==> src/rtl/axi_pkg.sv <==
// AXI single-beat channel payloads and arbiter FSM state encodings
// shared by the manager arbiter and its round-robin picker.
package axi_pkg;

   localparam int AXI_ID_WIDTH   = 4;
   localparam int AXI_ADDR_WIDTH = 32;
   localparam int AXI_DATA_WIDTH = 64;

   typedef struct packed {
      logic [AXI_ID_WIDTH-1:0]   id;
      logic [AXI_ADDR_WIDTH-1:0] addr;
      logic [2:0]                size;
   } axi_aw_t;

   typedef struct packed {
      logic [AXI_DATA_WIDTH-1:0]   data;
      logic [AXI_DATA_WIDTH/8-1:0] strb;
      logic                        last;
   } axi_w_t;

   typedef struct packed {
      logic [AXI_ID_WIDTH-1:0] id;
      logic [1:0]              resp;
   } axi_b_t;

   typedef struct packed {
      logic [AXI_ID_WIDTH-1:0]   id;
      logic [AXI_ADDR_WIDTH-1:0] addr;
      logic [2:0]                size;
   } axi_ar_t;

   typedef struct packed {
      logic [AXI_ID_WIDTH-1:0]   id;
      logic [AXI_DATA_WIDTH-1:0] data;
      logic [1:0]                resp;
      logic                      last;
   } axi_r_t;

   typedef enum logic [1:0] {
      WR_IDLE,
      WR_AW,
      WR_W,
      WR_B
   } wr_state_e;

   typedef enum logic [1:0] {
      RD_IDLE,
      RD_AR,
      RD_R
   } rd_state_e;

endpackage

==> src/rtl/rr_picker.sv <==
// Round-robin picker: first asserted request at or above ptr,
// wrapping modulo N.
module rr_picker #(
   parameter  int N  = 4,
   localparam int IW = $clog2(N)
) (
   input  logic          req [N],
   input  logic [IW-1:0] ptr,
   output logic [IW-1:0] gnt_idx,
   output logic          gnt_vld
);

   function automatic int wrap_idx(input int p, input int i);
      int s;
      s = p + i;
      return (s >= N) ? s - N : s;
   endfunction

   logic [IW-1:0] idx;

   // Walk downward so the lowest offset from ptr is the last writer.
   always_comb begin
      gnt_idx = '0;
      gnt_vld = 1'b0;
      idx     = '0;
      for (int i = N - 1; i >= 0; i--) begin
         idx = IW'(wrap_idx(int'(ptr), i));
         if (req[idx]) begin
            gnt_idx = idx;
            gnt_vld = 1'b1;
         end
      end
   end

endmodule

==> src/rtl/axi_mgr_arbiter.sv <==
// Round-robin share of one AXI subordinate among NUM_MGR single-beat
// managers; write and read directions arbitrate independently.
module axi_mgr_arbiter
   import axi_pkg::*;
#(
   parameter int NUM_MGR = 4,
   parameter int IDX_W   = $clog2(NUM_MGR)
) (
   input  logic    clk,
   input  logic    rst_n,
   input  axi_aw_t i_m_aw      [NUM_MGR],
   input  logic    i_m_awvalid [NUM_MGR],
   output logic    o_m_awready [NUM_MGR],
   input  axi_w_t  i_m_w       [NUM_MGR],
   input  logic    i_m_wvalid  [NUM_MGR],
   output logic    o_m_wready  [NUM_MGR],
   output axi_b_t  o_m_b,
   output logic    o_m_bvalid  [NUM_MGR],
   input  logic    i_m_bready  [NUM_MGR],
   input  axi_ar_t i_m_ar      [NUM_MGR],
   input  logic    i_m_arvalid [NUM_MGR],
   output logic    o_m_arready [NUM_MGR],
   output axi_r_t  o_m_r,
   output logic    o_m_rvalid  [NUM_MGR],
   input  logic    i_m_rready  [NUM_MGR],
   output axi_aw_t o_s_aw,
   output logic    o_s_awvalid,
   input  logic    i_s_awready,
   output axi_w_t  o_s_w,
   output logic    o_s_wvalid,
   input  logic    i_s_wready,
   input  axi_b_t  i_s_b,
   input  logic    i_s_bvalid,
   output logic    o_s_bready,
   output axi_ar_t o_s_ar,
   output logic    o_s_arvalid,
   input  logic    i_s_arready,
   input  axi_r_t  i_s_r,
   input  logic    i_s_rvalid,
   output logic    o_s_rready,
   output logic    o_err_id
);

   wr_state_e        wr_state_q, wr_state_d;
   rd_state_e        rd_state_q, rd_state_d;
   logic [IDX_W-1:0] wr_gnt_q, wr_gnt_d;
   logic [IDX_W-1:0] wr_ptr_q, wr_ptr_d;
   logic [IDX_W-1:0] rd_gnt_q, rd_gnt_d;
   logic [IDX_W-1:0] rd_ptr_q, rd_ptr_d;
   logic             err_q, err_d;
   logic             wr_bad, rd_bad;
   logic [IDX_W-1:0] wr_idx, rd_idx;
   logic             wr_vld, rd_vld;

   function automatic logic [IDX_W-1:0] nxt_ptr(input logic [IDX_W-1:0] g);
      return (g == IDX_W'(NUM_MGR - 1)) ? '0 : g + IDX_W'(1);
   endfunction

   rr_picker #(.N(NUM_MGR)) u_wr_pick (
      .req     (i_m_awvalid),
      .ptr     (wr_ptr_q),
      .gnt_idx (wr_idx),
      .gnt_vld (wr_vld)
   );

   rr_picker #(.N(NUM_MGR)) u_rd_pick (
      .req     (i_m_arvalid),
      .ptr     (rd_ptr_q),
      .gnt_idx (rd_idx),
      .gnt_vld (rd_vld)
   );

   always_comb begin
      wr_state_d  = wr_state_q;
      wr_gnt_d    = wr_gnt_q;
      wr_ptr_d    = wr_ptr_q;
      wr_bad      = 1'b0;
      o_s_aw      = '0;
      o_s_awvalid = 1'b0;
      o_s_w       = '0;
      o_s_wvalid  = 1'b0;
      o_m_b       = '0;
      o_s_bready  = 1'b0;
      for (int i = 0; i < NUM_MGR; i++) begin
         o_m_awready[i] = 1'b0;
         o_m_wready[i]  = 1'b0;
         o_m_bvalid[i]  = 1'b0;
      end
      unique case (wr_state_q)
         WR_IDLE: begin
            if (wr_vld) begin
               wr_gnt_d   = wr_idx;
               wr_state_d = WR_AW;
            end
         end
         WR_AW: begin
            o_s_aw                = i_m_aw[wr_gnt_q];
            o_s_awvalid           = i_m_awvalid[wr_gnt_q];
            o_m_awready[wr_gnt_q] = i_s_awready;
            if (i_m_awvalid[wr_gnt_q] && i_s_awready) wr_state_d = WR_W;
         end
         WR_W: begin
            o_s_w                = i_m_w[wr_gnt_q];
            o_s_wvalid           = i_m_wvalid[wr_gnt_q];
            o_m_wready[wr_gnt_q] = i_s_wready;
            if (i_m_wvalid[wr_gnt_q] && i_s_wready) wr_state_d = WR_B;
         end
         WR_B: begin
            o_m_b                = i_s_b;
            o_m_bvalid[wr_gnt_q] = i_s_bvalid;
            o_s_bready           = i_m_bready[wr_gnt_q];
            if (i_s_bvalid && i_m_bready[wr_gnt_q]) begin
               wr_bad     = i_s_b.id != AXI_ID_WIDTH'(wr_gnt_q);
               wr_ptr_d   = nxt_ptr(wr_gnt_q);
               wr_state_d = WR_IDLE;
            end
         end
         default: wr_state_d = WR_IDLE;
      endcase
   end

   always_comb begin
      rd_state_d  = rd_state_q;
      rd_gnt_d    = rd_gnt_q;
      rd_ptr_d    = rd_ptr_q;
      rd_bad      = 1'b0;
      o_s_ar      = '0;
      o_s_arvalid = 1'b0;
      o_m_r       = '0;
      o_s_rready  = 1'b0;
      for (int i = 0; i < NUM_MGR; i++) begin
         o_m_arready[i] = 1'b0;
         o_m_rvalid[i]  = 1'b0;
      end
      unique case (rd_state_q)
         RD_IDLE: begin
            if (rd_vld) begin
               rd_gnt_d   = rd_idx;
               rd_state_d = RD_AR;
            end
         end
         RD_AR: begin
            o_s_ar                = i_m_ar[rd_gnt_q];
            o_s_arvalid           = i_m_arvalid[rd_gnt_q];
            o_m_arready[rd_gnt_q] = i_s_arready;
            if (i_m_arvalid[rd_gnt_q] && i_s_arready) rd_state_d = RD_R;
         end
         RD_R: begin
            o_m_r                = i_s_r;
            o_m_rvalid[rd_gnt_q] = i_s_rvalid;
            o_s_rready           = i_m_rready[rd_gnt_q];
            if (i_s_rvalid && i_m_rready[rd_gnt_q]) begin
               rd_bad     = i_s_r.id != AXI_ID_WIDTH'(rd_gnt_q);
               rd_ptr_d   = nxt_ptr(rd_gnt_q);
               rd_state_d = RD_IDLE;
            end
         end
         default: rd_state_d = RD_IDLE;
      endcase
   end

   // Misrouted IDs are recorded but the response still goes to the grantee.
   assign err_d    = err_q | wr_bad | rd_bad;
   assign o_err_id = err_q;

   always_ff @(posedge clk or negedge rst_n) begin
      if (!rst_n) begin
         wr_state_q <= WR_IDLE;
         rd_state_q <= RD_IDLE;
         wr_gnt_q   <= '0;
         wr_ptr_q   <= '0;
         rd_gnt_q   <= '0;
         rd_ptr_q   <= '0;
         err_q      <= 1'b0;
      end else begin
         wr_state_q <= wr_state_d;
         rd_state_q <= rd_state_d;
         wr_gnt_q   <= wr_gnt_d;
         wr_ptr_q   <= wr_ptr_d;
         rd_gnt_q   <= rd_gnt_d;
         rd_ptr_q   <= rd_ptr_d;
         err_q      <= err_d;
      end
   end

endmodule
==> config.mk <==
export PLATFORM = sky130hd
export DESIGN_NAME = axi_mgr_arbiter
export DESIGN_NICKNAME = d
export VERILOG_FILES = /design/src/rtl/axi_pkg.sv /design/src/rtl/rr_picker.sv /design/src/rtl/axi_mgr_arbiter.sv
export SDC_FILE = /design/constraint.sdc
export NUM_CORES = 1
export LEC_CHECK = 0
export ABC_AREA = 1
export CORE_AREA = 4 4 376 378
export DETAILED_ROUTE_END_ITERATION = 7
export DIE_AREA = 0 0 380 382
export MAX_ROUTING_LAYER = met4
export PLACE_DENSITY_LB_ADDON = 0.1
export SETUP_SLACK_MARGIN = 0.15
export SLEW_MARGIN = 20
export SYNTH_ARGS = -nofsm -noshare
export SYNTH_HDL_FRONTEND = slang
export SYNTH_SLANG_ARGS = --single-unit
==> constraint.sdc <==
create_clock -name clk -period 1.9 [get_ports clk]
set_input_delay 0.38 -clock clk [delete_from_list [all_inputs] [get_ports clk]]
set_output_delay 0.38 -clock clk [all_outputs]
set_load 0.1 [all_outputs]
; ---- Yosys cells after proc, flatten, opt, wreduce, memory -nomap -nowiden
; Cells that the tools add are included.
[word_totals]
reg_bits = 13
input_bits = 708
output_inout_bits = 254
word_cells = 197
[classes]
n_addsub = 16
order_cmp = 20
eq_ne = 16
mux = 106
bitwise = 17
n_reduce_logical = 15
[ops]
columns = op, n
row1 = two-way mux 39 bit, 6
row2 = two-way mux 73 bit, 3
row3 = binary-select mux 39 bit (select 2 bit), 2
row4 = binary-select mux 73 bit (select 2 bit), 1
row5 = two-way mux 71 bit, 1
row6 = two-way mux 2 bit, 25
row7 = "greater-or-equal comparator 3 bit, second input constant", 16
row8 = two-way mux 1 bit, 45
row9 = inverter 2 -> 3 bit, 10
row10 = binary-select mux 1 bit (select 2 bit), 13
row11 = bitwise AND 4 bit, 5
row12 = two-way mux 4 bit, 5
row13 = "subtractor 2 x 1 -> 2 bit, second input constant", 8
row14 = "adder 2 x 2 -> 3 bit, second input constant", 4
row15 = "!= test 2 bit, second input constant", 6
row16 = "equality test 2 bit, second input constant", 5
row17 = != test 4 x 2 -> 1 bit, 2
row18 = case mux 2 bit (4 select lines), 1
row19 = AND reduction 2 bit, 4
row20 = logical AND 1 bit, 7
row21 = "adder 2 x 1 -> 3 bit, second input constant", 2
row22 = "greater-or-equal comparator 2 x 3 -> 1 bit, second input constant", 2
row23 = "less-than comparator 3 x 1 -> 1 bit, second input constant", 2
row24 = two-way mux 6 bit, 1
row25 = other kinds (9), 14

; ---- Longest topological paths before layout
; Gate-level depths: netlist of run 1.
[logic_depth]
word_depth = 13
depth_mapped = 12

; ---- Cells and area by module
; A second synthesis of run 1 with hierarchy kept.
[unflattened]
hier_cells = 1610
area_unflattened_um2 = 7542.2
[by_module_without_submodules]
columns = module, n_inst, cells_each, area_per_inst_um2, seq_area_each_um2
row1 = axi_mgr_arbiter, 1, 1511, 7060.5, 325.3
row2 = rr_picker at u_rd_pick, 1, 55, 256.5, 0.0
row3 = rr_picker at u_wr_pick, 1, 44, 225.2, 0.0

; ---- Worst setup path after synthesis of run 1
; No wires, ideal clock.
[synth_timing]
path_type = flip-flop to output port
start = register rd_gnt_q[1]
end = output port o_m_rvalid[2] in the netlist's numbering
arrival_time_ns = 3.229
required_ns = 1.520
slack_ns = -1.709
path_stages_with_launch = 7
path_cell_list = dfrtp_1 > buf_2 > inv_2 > clkbuf_1 > ha_1 > inv_1 > nor3_1
[synth_rtl]
columns = element, line
row1 = start: declaration, axi_mgr_arbiter.sv:48  ; logic [IDX_W-1:0] rd_gnt_q, rd_gnt_d;
row2 = start signal: assignment, axi_mgr_arbiter.sv:180  ; rd_gnt_q <= rd_gnt_d;
row3 = end: declaration, axi_mgr_arbiter.sv:24  ; output logic o_m_rvalid [NUM_MGR],

==> results.py, run 1 <==
metrics = {
    "route": {
        "dr.first_iter.drc_count": 518,
        "remaining_drc_errors": 0,
        "num_vias": 15800,
        "post_drt_wl_per_cell_um": 23.6,
        "ant_nets": 0,
        "wl_mm": 108,
        "drtPass1Iterations": 5,
        "via_per_inst": 3.46,
    },
    "job": {
        "maxCapViolations": 0,
    },
    "sta": {
        "hold_viol": 0,
        "post-route-period-util_pct": 125,
        "tightestPinTransition_ps": 444,
        "period_minus_slack_ps": 2380,
        "clock.fmax_mhz": 419,
        "setup_ws_ps": -484,
        "grt_setup_unrepaired": "true",
        "setup_violations": 250,
        "fin_skew_ps": 1.33,
        "drv_slew": 0,
        "relSlewSlack_pct": 70.4,
        "whs_ps": 474,
    },
    "critical_path": {
        "crit_arrival_ps": 2000,
        "r2r-end": "o_err_id",
        "cp_data_required_time_ps": 1520,
        "crit_slowest_cell": "dfrtp_4",
        "max_stage_delay_ps": 520,
        "start_kind": "register",
        "crit_path_end_kind": "output pin",
        "rr_worst_depth": 13,
        "crit_fanout": 6,
        "r2r_slack_ps": -120,
        "path_buf_inv": 6,
        "crit_type": "register to output pin",
        "path_delay_family": "buffers and inverters",
        "rr_startpoint": "wr_gnt_q[0]",
        "crit_chain": "buf_6, buf_12, buf_16, buf_4, nor2_1, nor2_1, o21ai_0, a21oi_1, buf_4, buf_12",
    },
    "floorplanning": {
        "core_um2": 137000,
        "initial_core_util_pct": 5.27,
        "dieWidth_um": 380,
        "die_y_um": 382,
        "io_pins": 962,
        "dieArea_um2": 145000,
        "fp-row-count": 136,
    },
    "final_layout": {
        "drive_above_1_share_pct": 52.0,
        "design_area_um2": 31400,
        "fin_nets": 3477,
        "area_delta_synth_final_pct": 334,
        "layout.cells.non_filler": 4568,
    },
    "clock_network": {
        "cts_tree": "done",
        "cts_sinks": 13,
        "clockRootBuffer": "clkbuf_16",
        "cts_made_buffers": 3,
        "h-tree-depth": 1,
        "ctsHoldBuffers": 0,
        "cts_buffer_depth": 2,
        "clk_pin_slew_ps": 50,
        "clock_latency_ps": 260,
    },
    "hold_path": {
        "min_path_type": "input pin to async pin",
    },
    "placement": {
        "io_buffers": 961,
        "place_area_um2": 25200,
        "post-place-ws_ps": -485,
        "finalWeightedCongestion": 0.874,
        "dp_hpwl_mm": 83.8,
        "place_inst": 4379,
    },
    "yosys": {
        "ys_seq_elements": 13,
        "syn-num-nets": 2320,
        "ys_seq_area_share_pct": 4.49,
        "synth_area_per_cell_um2": 4.53,
        "synthCells": 1599,
        "synth_warnings": 0,
        "netlist_area_um2": 7240,
        "synthDistinctLibCells": 33,
    },
    "power": {
        "power_mw": 56.7,
        "vdd_drop_max_uv": 1440,
        "p_leak_nw": 11.2,
        "powerDensity_nw_per_um2": 1810,
    },
    "run_status": {
        "status": "complete, but fails checks",
        "violations": "negative setup slack",
    },
    "global_route": {
        "grt_max_degree": 46,
        "grt_pass1_wl_mm": 135,
        "globalRoute.totalOverflow": 0,
        "grt_pass1_vias": 15900,
        "grt_use_total_pct": 13.4,
        "antenna_found_initial": 32,
    },
}
registers in the layout, summed over array words and instances (netlist names):
| register | count |
|---|---|
| rd_ptr_q | 2 |
| wr_gnt_q | 2 |
| rd_state_q | 2 |
| wr_state_q | 2 |
| o_err_id | 1 |
| rd_gnt_q | 2 |
| wr_ptr_q | 2 |
repair_timing:
action / in CTS / in global routing
pin swaps: 97 / 337
setup buffers: 20 / 82
setup endpoints to repair: 258 / 266
resized for setup: 278 / 813
cloned: 23 / 41
worst max path at each step:
stage,from,to,cells after the start
floorplan,wr_gnt_q[0],o_s_w[11],6
global placement,wr_gnt_q[0],o_s_w[18],8
detailed placement,wr_gnt_q[0],o_s_w[18],8
CTS,wr_gnt_q[0],o_s_w[18],10
global route,wr_gnt_q[0],o_s_w[18],10
finish,wr_gnt_q[0],o_s_aw[35],10
cells in the mapped netlist, drive strengths merged:
cell type / number / area, um2
nand4: 2 / 12.5
o31ai: 1 / 7.51
and2: 1 / 6.26
nand3: 31 / 170
and3: 1 / 6.26
or2: 1 / 6.26
a211oi: 1 / 7.51
a22o: 1 / 8.76
nor2: 708 / 2670
dfrtp: 13 / 325
nand3b: 1 / 7.51
a21oi: 155 / 776
o22ai: 1 / 6.26
clkbuf: 60 / 225
ha: 13 / 163
buf: 70 / 382
nor3: 5 / 25.0
a31oi: 1 / 6.26
nand2: 96 / 370
xnor2: 3 / 26.3
o21ai: 315 / 1580
inv: 119 / 454
through the flow:
step	TNS [ps]	utilization [%]
floorplan	-41040	-
global placement	-14060	18.3
detailed placement	-14980	18.3
CTS	-75610	19.5
global route	-84480	22.8
finish	-67190	22.8
cell families (layout without fill, tap and decap cells):
| family | after synthesis | count (layout) | share of synthesized area (%) |
|---|---|---|---|
| DFF | 13 | 13 | 4.49 |
| adders and majority gates | 13 | 13 | 2.25 |
| and+or+nand+nor | 846 | 846 | 45.3 |
| xor gates and xnor gates | 3 | 3 | 0.363 |
| buffers and inverters | 249 | 1405 | 14.7 |
| AOI/OAI and AO/OA | 475 | 475 | 33.0 |
| other | 0 | 19 | 0 |
power breakdown:
group          internal [mW]  switching, mW
Clock                  0.286          0.158
Sequential             0.441          0.261
Combinational           22.2           33.4
layer usage:
layer | GRT usage [%] | wire, um | up-vias
met4 | 0.441 | 1010 | 0
met1 | 14.3 | 40400 | 7548
met3 | 3.86 | 7170 | 69
met2 | 25.8 | 59400 | 660
li1 | - | - | 7508
met5 | - | 0 | -
cells in the final DEF, fill, tap and decap left out, types with 11 or more instances in the layout:
cell type	instances
clkdlybuf4s50_1	706
buf_12	332
nor2_1	313
nor2_4	220
o21ai_2	201
nor2_2	175
a21oi_4	125
buf_4	108
inv_1	95
o21ai_1	73
nand2_1	70
clkbuf_16	39
buf_6	38
buf_16	33
buf_8	24
a21oi_2	23
o21ai_4	22
diode_2	19
o21ai_0	19
nand3_1	18
nand2_4	14
nand2_2	12
ha_4	11
final cells by class:
| type | count | area (um2) |
|---|---|---|
| flip-flops and latches | 13 | 340 |
| inverters | 119 | 614 |
| repair buffers | 1279 | 17200 |
| diodes | 19 | 47.5 |
| fillers | 15000 | 106000 |
| repair inverters | 3 | 55.1 |
| clock buffers | 4 | 78.8 |
| multi-input cells | 1337 | 10900 |
| well taps | 1794 | 2240 |
No activity file was read; power rests on OpenSTA's default activity.
==> inputs of run 2 (changes only) <==
--- a/config.mk
+++ b/config.mk
@@ -16,3 +16,4 @@
 export SYNTH_ARGS = -nofsm -noshare
 export SYNTH_HDL_FRONTEND = slang
 export SYNTH_SLANG_ARGS = --single-unit
+export TNS_END_PERCENT = 50
==> run 2 against run 1 <==
  * Highest routed layer unchanged
  * Die area unchanged
  * Final cell count up 2.0%
  * Core utilization down 1.3 points
  * Clock skew is 10 ps higher
  * Via count down 0.82%
  * Largest power group unchanged
  * The run still ends with negative setup slack left
==> results.py, run 2 (synthesis results as in run 1) <==
metrics = {
    "placement": {
        "io_buffers": 961,
        "dp_hpwl_mm": 92.6,
        "finalWeightedCongestion": 0.828,
        "place_inst": 4457,
    },
    "power": {
        "p_leak_nw": 11.2,
        "power_mw": 54.2,
        "power.switching_mw": 32.1,
        "p_int_mw": 22.1,
        "combPwrFrac_pct": 97.8,
        "powerDensity_nw_per_um2": 1830,
        "p_seq_share_pct": 1.4,
        "switching_share_pct": 59.2,
        "p_clk_share_pct": 0.9,
        "vdd_drop_max_uv": 1370,
    },
    "sta": {
        "drv_slew": 0,
        "finalSetupTns_ps": -72010,
        "whs_ps": 454,
        "tightestPinTransition_ps": 392,
        "period_minus_slack_ps": 2350,
        "hold_viol": 0,
        "fin_skew_ps": 11.4,
        "post-route-period-util_pct": 124,
        "setup_violations": 258,
        "grt_setup_unrepaired": "true",
        "setup_ws_ps": -452,
        "clock.fmax_mhz": 425,
        "relSlewSlack_pct": 73.9,
    },
    "critical_path": {
        "path_delay_family": "buffers and inverters",
        "start_kind": "register",
        "critPathMostFrequentCell": "buf_12",
        "rr_startpoint": "rd_gnt_q[0]",
        "crit_path_end_kind": "output pin",
        "crit_fanout": 15,
        "crit_type": "register to output pin",
        "rr_worst_depth": 14,
        "max_stage_delay_ps": 520,
        "crit_chain": "buf_4, clkinv_8, buf_16, buf_12, o21ai_1, a21oi_4, buf_12",
        "r2r_slack_ps": -220,
        "crit_arrival_ps": 1970,
        "cp_data_required_time_ps": 1520,
        "path_buf_inv": 5,
        "crit_slowest_cell": "dfrtp_4",
        "r2r-end": "rd_ptr_q[1]",
    },
    "route": {
        "post_drt_wl_per_cell_um": 24.3,
        "wl_mm": 113,
        "dr.first_iter.drc_count": 579,
        "via_per_inst": 3.36,
        "drtPass1Iterations": 4,
        "remaining_drc_errors": 0,
        "num_vias": 15700,
        "ant_nets": 0,
    },
    "clock_network": {
        "cts_buffer_depth": 2,
        "ctsHoldBuffers": 0,
        "cts_tree": "done",
        "h-tree-depth": 1,
        "clock_latency_ps": 270,
        "cts_sinks": 13,
        "cts_made_buffers": 3,
        "clk_pin_slew_ps": 70,
        "clockRootBuffer": "clkbuf_16",
    },
    "final_layout": {
        "drive_above_1_share_pct": 42.6,
        "regArea_um2": 340,
        "final_common_cell": "clkdlybuf4s50_1",
        "area_delta_synth_final_pct": 309,
        "most-common-layout-cells": "clkdlybuf4s50_1 (707), nor2_1 (494), buf_12 (321), buf_4 (201), o21ai_2 (139)",
        "layout.cells.non_filler": 4658,
        "fill_cells": 15400,
        "fin_nets": 3549,
        "multi_input_area_um2": 8950,
    },
    "run_status": {
        "violations": "negative setup slack",
        "status": "complete, but fails checks",
    },
    "floorplanning": {
        "core_um2": 137000,
        "die_y_um": 382,
        "dieArea_um2": 145000,
        "dieWidth_um": 380,
        "io_pins": 962,
        "fp-row-count": 136,
        "initial_core_util_pct": 5.27,
    },
    "global_route": {
        "grt_pass1_vias": 15900,
        "grt_pass1_wl_mm": 144,
        "globalRoute.totalOverflow": 0,
        "grt_use_total_pct": 14.5,
        "antenna_found_initial": 49,
        "grt_max_degree": 39,
    },
    "hold_path": {
        "min_path_type": "input pin to async pin",
    },
    "job": {
        "maxCapViolations": 0,
    },
}
[run 2: worst max-delay path by stage]
stage	from	endpoint	slack (ps)	cells after the start
3_5_place_dp	wr_gnt_q[0]	o_s_w[26]	-270	7
6_report	wr_gnt_q[0]	o_s_w[47]	-450	7
3_3_place_gp	wr_gnt_q[0]	o_s_w[26]	-280	7
2_1_floorplan	wr_gnt_q[0]	o_s_w[11]	-1030	6
5_1_grt	wr_gnt_q[0]	o_s_w[46]	-520	8
4_1_cts	wr_gnt_q[0]	o_s_w[35]	-480	6
[run 2: stage by stage]
| stage | util, % | worst slack [ps] | instance area, um2 |
|---|---|---|---|
| after floorplan | - | -1030 | 8850 |
| after global placement | 17.9 | -276 | 24600 |
| after detailed placement | 17.9 | -270 | 24600 |
| after CTS | 19.1 | -476 | 26300 |
| after global routing | 21.5 | -521 | 29600 |
| final | 21.5 | -452 | 29600 |
[run 2: final cells by class]
cell class,instances,share of cell area (%)
timing repair buffer,1350,58.5
multi-input combinational,1337,30.2
tap,1794,7.58
inverter,119,1.78
sequential,13,1.15
antenna,37,0.313
clock buffer,4,0.266
timing repair inverter,4,0.173
[run 2: per-layer routing]
layer  vias to the layer above  track usage [%]  part of all wire [%]
li1                       7673                -                     -
met5                         -                -                     0
met2                       577             26.5                    53
met1                      7372             16.3                    39
met4                         0            0.548                  0.43
met3                        33             4.50                   7.1
[run 2: timing repair]
item                       4_1_cts  5_1_grt
setup endpoints to repair      261      265
hold endpoints to repair         0        0
setup buffers                   33       71
cloned                          21       35
resized for setup              297      566
pin swaps                       67      185
[run 2: worst register-to-register path, delay by kind of cell (launching register included)]
| kind | cells | cell delay, ps |
|---|---|---|
| AND/OR/NAND/NOR | 5 | 290 |
| buffers and inverters | 8 | 1060 |
| AO/OA/AOI/OAI | 1 | 80 |
| flip-flops | 1 | 570 |
[run 2: power by group through the flow]
stage	clock, mW	combinational [mW]	sequential [mW]
after global placement	0	43.5	0.714
after CTS	0.525	47.3	0.788
after floorplan	0	24.9	0.610
after global routing	0.525	55.5	0.767
after detailed placement	0	43.2	0.707
final	0.469	53.0	0.738
